### src/rtl/mem_arbiter_rr.sv
// mem_arbiter_rr: N-way round-robin arbiter for the shared MESI line store.
//
// Grants one requester at a time. Requests are searched in round-robin order
// starting just after the most recent owner. An optional hold limit preempts
// an owner that has held the grant for MAX_HOLD cycles while another agent
// waits. The granted agent's write enable and write line are muxed onto the
// single memory write port.
//
// Ports:
//   clk        in   system clock, rising edge
//   reset      in   asynchronous, active-low reset
//   req        in   [N_REQ]         per-agent level request, held until done
//   we_in      in   [N_REQ]         per-agent write enable (used only from owner)
//   wline_in   in   [N_REQ*LINE_W]  per-agent write line, agent i at [i*LINE_W +: LINE_W]
//   gnt        out  [N_REQ]         registered one-hot grant
//   owner_idx  out  [clog2(N_REQ)]  registered index of current owner
//   busy       out  |gnt
//   preempt    out  registered 1-cycle pulse: owner removed by hold limit
//   mem_we     out  memory write enable
//   mem_wline  out  [LINE_W]        memory write line ([65:64] MESI, [63:0] data)
module mem_arbiter_rr #(
  parameter int unsigned N_REQ    = 4,
  parameter int unsigned LINE_W   = 66,
  parameter int unsigned MAX_HOLD = 8
) (
  input  logic                        clk,
  input  logic                        reset,
  input  logic [N_REQ-1:0]            req,
  input  logic [N_REQ-1:0]            we_in,
  input  logic [N_REQ*LINE_W-1:0]     wline_in,
  output logic [N_REQ-1:0]            gnt,
  output logic [$clog2(N_REQ)-1:0]    owner_idx,
  output logic                        busy,
  output logic                        preempt,
  output logic                        mem_we,
  output logic [LINE_W-1:0]           mem_wline
);

  localparam int unsigned IdxW  = $clog2(N_REQ);
  // Keep the counter at least one bit wide so MAX_HOLD == 0 still elaborates.
  localparam int unsigned HoldW = (MAX_HOLD > 0) ? $clog2(MAX_HOLD + 1) : 1;
  localparam logic [HoldW-1:0] HoldMax = HoldW'(MAX_HOLD);

  typedef enum logic [0:0] {StIdle, StBusy} state_e;

  state_e            state_q, state_d;
  logic [N_REQ-1:0]  gnt_q, gnt_d;
  logic [IdxW-1:0]   owner_q, owner_d;
  logic [IdxW-1:0]   rr_ptr_q, rr_ptr_d;
  logic [HoldW-1:0]  hold_q, hold_d;
  logic              preempt_q, preempt_d;

  logic              win_found;
  logic [IdxW-1:0]   win_idx;
  logic [IdxW-1:0]   cand_idx;
  logic              do_grant;

  // Unpack the flat write-line bus so the owner can be selected by index.
  logic [LINE_W-1:0] lines [N_REQ];
  for (genvar g = 0; g < N_REQ; g++) begin : gen_lines
    assign lines[g] = wline_in[g*LINE_W +: LINE_W];
  end

  // Round-robin search from rr_ptr+1, wrapping. While busy the current owner
  // is excluded, so a found winner is always a different agent.
  always_comb begin
    win_found = 1'b0;
    win_idx   = '0;
    cand_idx  = '0;
    for (int unsigned k = 1; k <= N_REQ; k++) begin
      cand_idx = IdxW'((32'(rr_ptr_q) + k) % N_REQ);
      if (!win_found && req[cand_idx] &&
          !(state_q == StBusy && cand_idx == owner_q)) begin
        win_found = 1'b1;
        win_idx   = cand_idx;
      end
    end
  end

  always_comb begin
    state_d   = state_q;
    gnt_d     = gnt_q;
    owner_d   = owner_q;
    rr_ptr_d  = rr_ptr_q;
    hold_d    = hold_q;
    preempt_d = 1'b0;
    do_grant  = 1'b0;

    unique case (state_q)
      StIdle: begin
        if (win_found) do_grant = 1'b1;
      end
      StBusy: begin
        if (!req[owner_q]) begin
          // Owner released: hand over in the same edge, or go idle.
          if (win_found) begin
            do_grant = 1'b1;
          end else begin
            state_d = StIdle;
            gnt_d   = '0;
          end
        end else if (MAX_HOLD != 0 && hold_q == HoldMax && win_found) begin
          do_grant  = 1'b1;
          preempt_d = 1'b1;
        end else if (MAX_HOLD != 0 && hold_q != HoldMax) begin
          hold_d = hold_q + 1'b1;
        end
      end
      default: begin
        state_d = StIdle;
        gnt_d   = '0;
      end
    endcase

    if (do_grant) begin
      state_d           = StBusy;
      gnt_d             = '0;
      gnt_d[win_idx]    = 1'b1;
      owner_d           = win_idx;
      rr_ptr_d          = win_idx;
      hold_d            = HoldW'(1);
    end
  end

  always_ff @(posedge clk or negedge reset) begin
    if (!reset) begin
      state_q   <= StIdle;
      gnt_q     <= '0;
      owner_q   <= '0;
      rr_ptr_q  <= IdxW'(N_REQ - 1);
      hold_q    <= '0;
      preempt_q <= 1'b0;
    end else begin
      state_q   <= state_d;
      gnt_q     <= gnt_d;
      owner_q   <= owner_d;
      rr_ptr_q  <= rr_ptr_d;
      hold_q    <= hold_d;
      preempt_q <= preempt_d;
    end
  end

  assign gnt       = gnt_q;
  assign owner_idx = owner_q;
  assign busy      = |gnt_q;
  assign preempt   = preempt_q;

  // Write port follows the registered owner; gated by busy so it reads 0 when idle.
  assign mem_we    = busy & we_in[owner_q];
  assign mem_wline = busy ? lines[owner_q] : '0;

endmodule

### config.mk
export PLATFORM = sky130hd
export DESIGN_NAME = mem_arbiter_rr
export DESIGN_NICKNAME = d
export VERILOG_FILES = /design/src/rtl/mem_arbiter_rr.sv
export SDC_FILE = /design/constraint.sdc
export NUM_CORES = 1
export LEC_CHECK = 0
export ABC_AREA = 1
export CAP_MARGIN = 10
export CORE_AREA = 5 5 134 136
export CTS_BUF_LIST = sky130_fd_sc_hd__clkbuf_16
export DETAILED_ROUTE_END_ITERATION = 10
export DIE_AREA = 0 0 139 141
export GPL_TIMING_DRIVEN = 0
export HOLD_SLACK_MARGIN = 0.08
export SYNTH_ARGS = -nofsm -noshare
export SYNTH_HDL_FRONTEND = slang
export SYNTH_SLANG_ARGS = --single-unit
### constraint.sdc
create_clock -name clk -period 1.59 [get_ports clk]
set_input_delay 0.3975 -clock clk [delete_from_list [all_inputs] [get_ports clk]]
set_output_delay 0.3975 -clock clk [all_outputs]
set_load 0.05 [all_outputs]
## Yosys cells after proc, flatten, opt, wreduce, memory -nomap -nowiden

Cells that the tools add are included.

| operators by class | value |
|---|---|
| reduce and logical (&&, ||, !) cells | 26 |
| $add $sub $neg | 5 |
| equal/unequal tests | 9 |
| $lt $le $gt $ge | 8 |
| muxes and demuxes | 44 |
| bitwise gates (word level) | 3 |

Operators with widths:

| operator | number |
|---|---|
| $mux W66 | 3 |
| $bmux W66 S2 | 1 |
| $mux W4 | 9 |
| $mux W1 | 19 |
| $lt A2 B3 Y1 const B | 6 |
| $logic_and A1 B1 Y1 | 13 |
| $bmux W1 S2 | 6 |
| $eq A2 B2 Y1 | 4 |
| $mux W2 | 4 |
| $logic_not A1 Y1 | 7 |
| $reduce_bool A2 Y1 | 3 |
| $add A2 B1 Y2 const B | 2 |
| $add A2 B2 Y2 const B | 2 |
| $add A4 B1 Y4 const B | 1 |
| $eq A4 B4 Y1 const B | 1 |
| $ne A2 B2 Y1 const B | 2 |
| $ne A4 B4 Y1 const B | 1 |
| $reduce_and A4 Y1 | 1 |
| $reduce_or A4 Y1 | 1 |
| $ge A3 B3 Y1 const B | 1 |
| $not A2 Y3 | 1 |
| $reduce_and A3 Y1 | 1 |
| $demux W1 S2 | 1 |
| $ge A2 B1 Y1 const B | 1 |
| other kinds (4) | 4 |

| storage, ports and cells | value |
|---|---|
| register bits | 14 |
| word-level logic and storage cells | 101 |
| output and inout bits | 75 |

## Logic depth before layout (Yosys ltp)

| logic depth | value |
|---|---|
| word-level depth | 24 |
| depth in mapped cells | 15 |
| depth with buffers taken out | 14 |

## Worst setup path before layout

No wires, ideal clock.

| timing path | value |
|---|---|
| path kind | reg-to-output |
| start | reg owner_q[0] (netlist: owner_idx[0]) |
| end | out mem_wline[16] |
| arrival time | 2278 ps |
| required time | 1192 ps |
| setup slack | -1086 ps |
| cell stages (with the launch flop) | 8 |
| path through | dfrtp_1 -> buf_6 -> buf_2 -> buf_1 -> nor2_1 -> nor2_1 -> o21ai_0 -> a21oi_1 |

| on the way | value |
|---|---|
| longest elaborated chain between the ends | 5 |

RTL lines:

| item | line | source |
|---|---|---|
| start: declaration | 48 | `logic [IdxW-1:0] owner_q, owner_d;` |
| start signal: assignment | 136 | `owner_q <= owner_d;` |
| $not A2 Y3 (not written as such) | 150 | `assign mem_wline = busy ? lines[owner_q] : '0;` |
| $bmux W66 S2 | 150 |  |
| $mux W66 (not written as such) (2 in series) | 150 |  |
| $mux W66 | 150 |  |
| end: declaration | 36 | `output logic [LINE_W-1:0] mem_wline` |

No other way between the ends. The select of a mux whose other input is x is not followed.

## Worst setup path after layout

| timing path | value |
|---|---|
| start | reg owner_q[0] (netlist: owner_idx[0]) |
| end | out mem_wline[41] |

Same word-level chain as after synthesis.

==> results_dict.tcl <==
set metrics [dict create \
    status "finished, violations left" \
    violations "setup timing" \
    antenna_found_initial 4 \
    setup_ws_ns -0.5286 \
    syn_to_final_growth_pct 228.7 \
    grt_max_degree 15 \
    ctsHoldBuffers 0 \
    clock_sinks 14 \
    fin_crit_ns 2.119 \
    p_per_area_mw_per_mm2 2476 \
    synthFlopType "dfrtp_1" \
    rr_worst_depth 13 \
    nNetsFinal 1355 \
    worst_pin_slew_ns 0.6306 \
    syn_avg_cell_area_um2 4.933 \
    reg2reg_from "rr_ptr_q[0]" \
    dieArea_mm2 0.01960 \
    leakagePower_uw 0.004076 \
    seq_area_frac_synth 0.1060 \
    synthArstFlopShare 1.000 \
    cts-root-buf "clkbuf_16" \
    postSynthCellCount 675 \
    grt.overflow.total 0 \
    die_y_um 141 \
    critPathKind "register to primary output" \
    hold_path.class "register to register" \
    grt_pass1_wl_um 36500 \
    hpwl_um 19640 \
    drt_first_pass_iters 4 \
    rsz0062_at_grt "yes" \
    routedWlPerCell_um 20.74 \
    cts_buffers 3 \
    insertion_delay_ns 0.25 \
    syn-cell-area_mm2 0.003329 \
    ios 349 \
    worstPathArrival_ns 1.72 \
    core_area_mm2 0.01682 \
    maxCapViolations 0 \
    cp-startpoint "owner_idx[0]" \
    p_seq_frac 0.024 \
    power_frac_comb 0.958 \
    r2r_end "gnt[0]" \
    rows 48 \
    drive_gt1_frac 0.4972 \
    relSlewSlack 0.5783 \
    h-tree-depth 1 \
    reg2reg_slack_ns -0.51 \
    swShare 0.5610 \
    initial_utilization 0.1980 \
    fin_crit_sh 1.332 \
    synth_warnings 0 \
    required_ns 1.19 \
    vias 6345 \
    fmax_mhz 472.0 \
    track_usage 0.2367 \
    synth-edff-count 0 \
    drt_iter0_markers 290 \
    dp.cells 1248 \
    pwr-share-clk 0.018 \
    clock_path_buffers 2 \
    place.gp.congestion 0.9094 \
    worstPathMaxFanout 7 \
    power_uw 27100 \
    drv_slew 0 \
    viasPerCell 4.866 \
    cts_tree "built" \
    synth_nets 951 \
    drc 0 \
    synthDistinctLibCells 31 \
    setup_tns_ns -38.76 \
    final_util 0.6508 \
    grt_pass1_vias 5764 \
    hold_viol 0 \
    fin_cells 1304 \
    drtAntennaViolNets 0 \
    internal_power_uw 11900 \
    skew_ns 0.005411 \
    critPathLaunchType "register" \
    port_buffers 348 \
    ys_ff_latch 14 \
    ir_drop_v 0.001785 \
    setup_viol 82 \
    die_w_um 139 \
    routed_wl_um 27040 \
    crit_path_end "mem_wline[41]" \
    path_clk_slew_ns 0.05 \
    dpl_worst_slack_ns -1.322 \
    end_kind "primary output" \
    switchingPower_uw 15200 \
]
final cells by class:
type                    instances  area, µm²
plain buffers                  53      945.9
flip-flops and latches         14      360.3
repair inverters                1      7.507
inverters                      19      110.1
multi-input cells             588       4766
clock inverters                 1      3.754
clock buffers                   3      75.07
diodes                          1      2.502
well taps                     225      281.5
repair buffers                399       4392
fillers                      1378       5872
worst max-delay path, stage by stage, from the launching register on:
cell and delay, ns:
dfrtp_2 0.40, buf_12 0.17, clkbuf_16 0.18, clkbuf_16 0.15
nor2_2 0.04, nor2_2 0.15, o21ai_4 0.08, a21oi_4 0.13
buf_8 0.16
stage by stage:
step           hold slack [ns]  instance area, µm²
6_report                0.5065               10940
2_1_floorplan           0.1019                4700
5_1_grt                 0.5420               10940
3_3_place_gp            0.4990                8464
3_5_place_dp            0.4963                8464
4_1_cts                 0.5021                9264
registers in the layout, indices dropped and copies added, names as in the netlist:
signal / flops
gnt: 4
hold_q: 4
owner_idx: 2
rr_ptr_q: 2
preempt: 1
state_q: 1
cell usage in the layout (no fill, tap or decap), types with 5 or more instances in the layout:
cell,synthesis,layout
a21oi_4,0,67
buf_12,0,12
buf_16,0,5
buf_4,2,22
buf_6,3,54
buf_8,0,38
clkbuf_16,0,32
clkdlybuf4s50_1,0,273
dfrtp_1,12,6
dfrtp_2,0,6
inv_1,14,12
nand2_1,50,39
nand2_2,7,17
nand3_1,16,11
nand3_2,2,7
nor2_1,276,173
nor2_2,1,74
nor2_4,2,32
o21ai_1,16,6
o21ai_2,0,87
o21ai_4,1,49
power groups by stage:
stage | Combinational (µW) | Clock, µW | Sequential (µW)
5_1_grt | 27300 | 504 | 671
3_5_place_dp | 19000 | 0 | 641
6_report | 26000 | 479 | 652
2_1_floorplan | 13700 | 0 | 797
4_1_cts | 21700 | 486 | 640
3_3_place_gp | 19000 | 0 | 643
how the worst min path moves through the flow:
stage / startpoint / end / slack (ns) / cells after the start
6_report: hold_q[3] / hold_q[3] / 0.51 / 1
5_1_grt: hold_q[3] / hold_q[3] / 0.54 / 1
4_1_cts: hold_q[3] / hold_q[3] / 0.50 / 1
3_5_place_dp: hold_q[3] / hold_q[3] / 0.50 / 1
3_3_place_gp: hold_q[3] / hold_q[3] / 0.50 / 1
2_1_floorplan: reset / gnt[0] / 0.10 / 0
cells by family after synthesis:
kind of cell               count (synthesis)  synth area share
adders and majority gates                  2          0.007515
AOI/OAI and AO/OA                        220            0.3371
DFF                                       14            0.1060
buffers and inverters                     73           0.09770
and+or+nand+nor                          363            0.4438
xor gates and xnor gates                   3          0.007893
what timing repair did:
action | in CTS | in global routing
endpoints found under the hold margin | 0 | 0
setup buffers | 11 | 14
pin swaps | 5 | 101
setup endpoints to repair | 87 | 84
gates cloned | 6 | 21
gates resized for setup | 584 | 309
per-layer routing:
layer / track usage / part of all wire / vias up
met5: 0 / 0.0012 / -
met4: 0.04274 / 0.022 / 6
met3: 0.05258 / 0.059 / 46
met2: 0.4196 / 0.51 / 232
met1: 0.2980 / 0.41 / 2995
li1: - / - / 3066
synthesized netlist by cell type (2+ instances only):
cell / n / area, µm²
o21ai_0: 128 / 640.6
dfstp_2: 2 / 52.55
clkbuf_1: 33 / 123.9
dfrtp_1: 12 / 300.3
xor2_1: 2 / 17.52
buf_1: 11 / 41.29
o21ai_1: 16 / 80.08
buf_4: 2 / 15.01
buf_2: 5 / 25.02
nand3_2: 2 / 20.02
inv_1: 14 / 52.55
nand4_1: 3 / 18.77
ha_1: 2 / 25.02
a21oi_1: 71 / 355.3
nand2_4: 3 / 33.78
nand2_1: 50 / 187.7
nor2_4: 2 / 22.52
nand3_1: 16 / 80.08
inv_4: 3 / 18.77
buf_6: 3 / 33.78
o211ai_1: 4 / 30.03
nor2_1: 276 / 1036
nand2_2: 7 / 43.79
(Power assumes the default switching activity.)
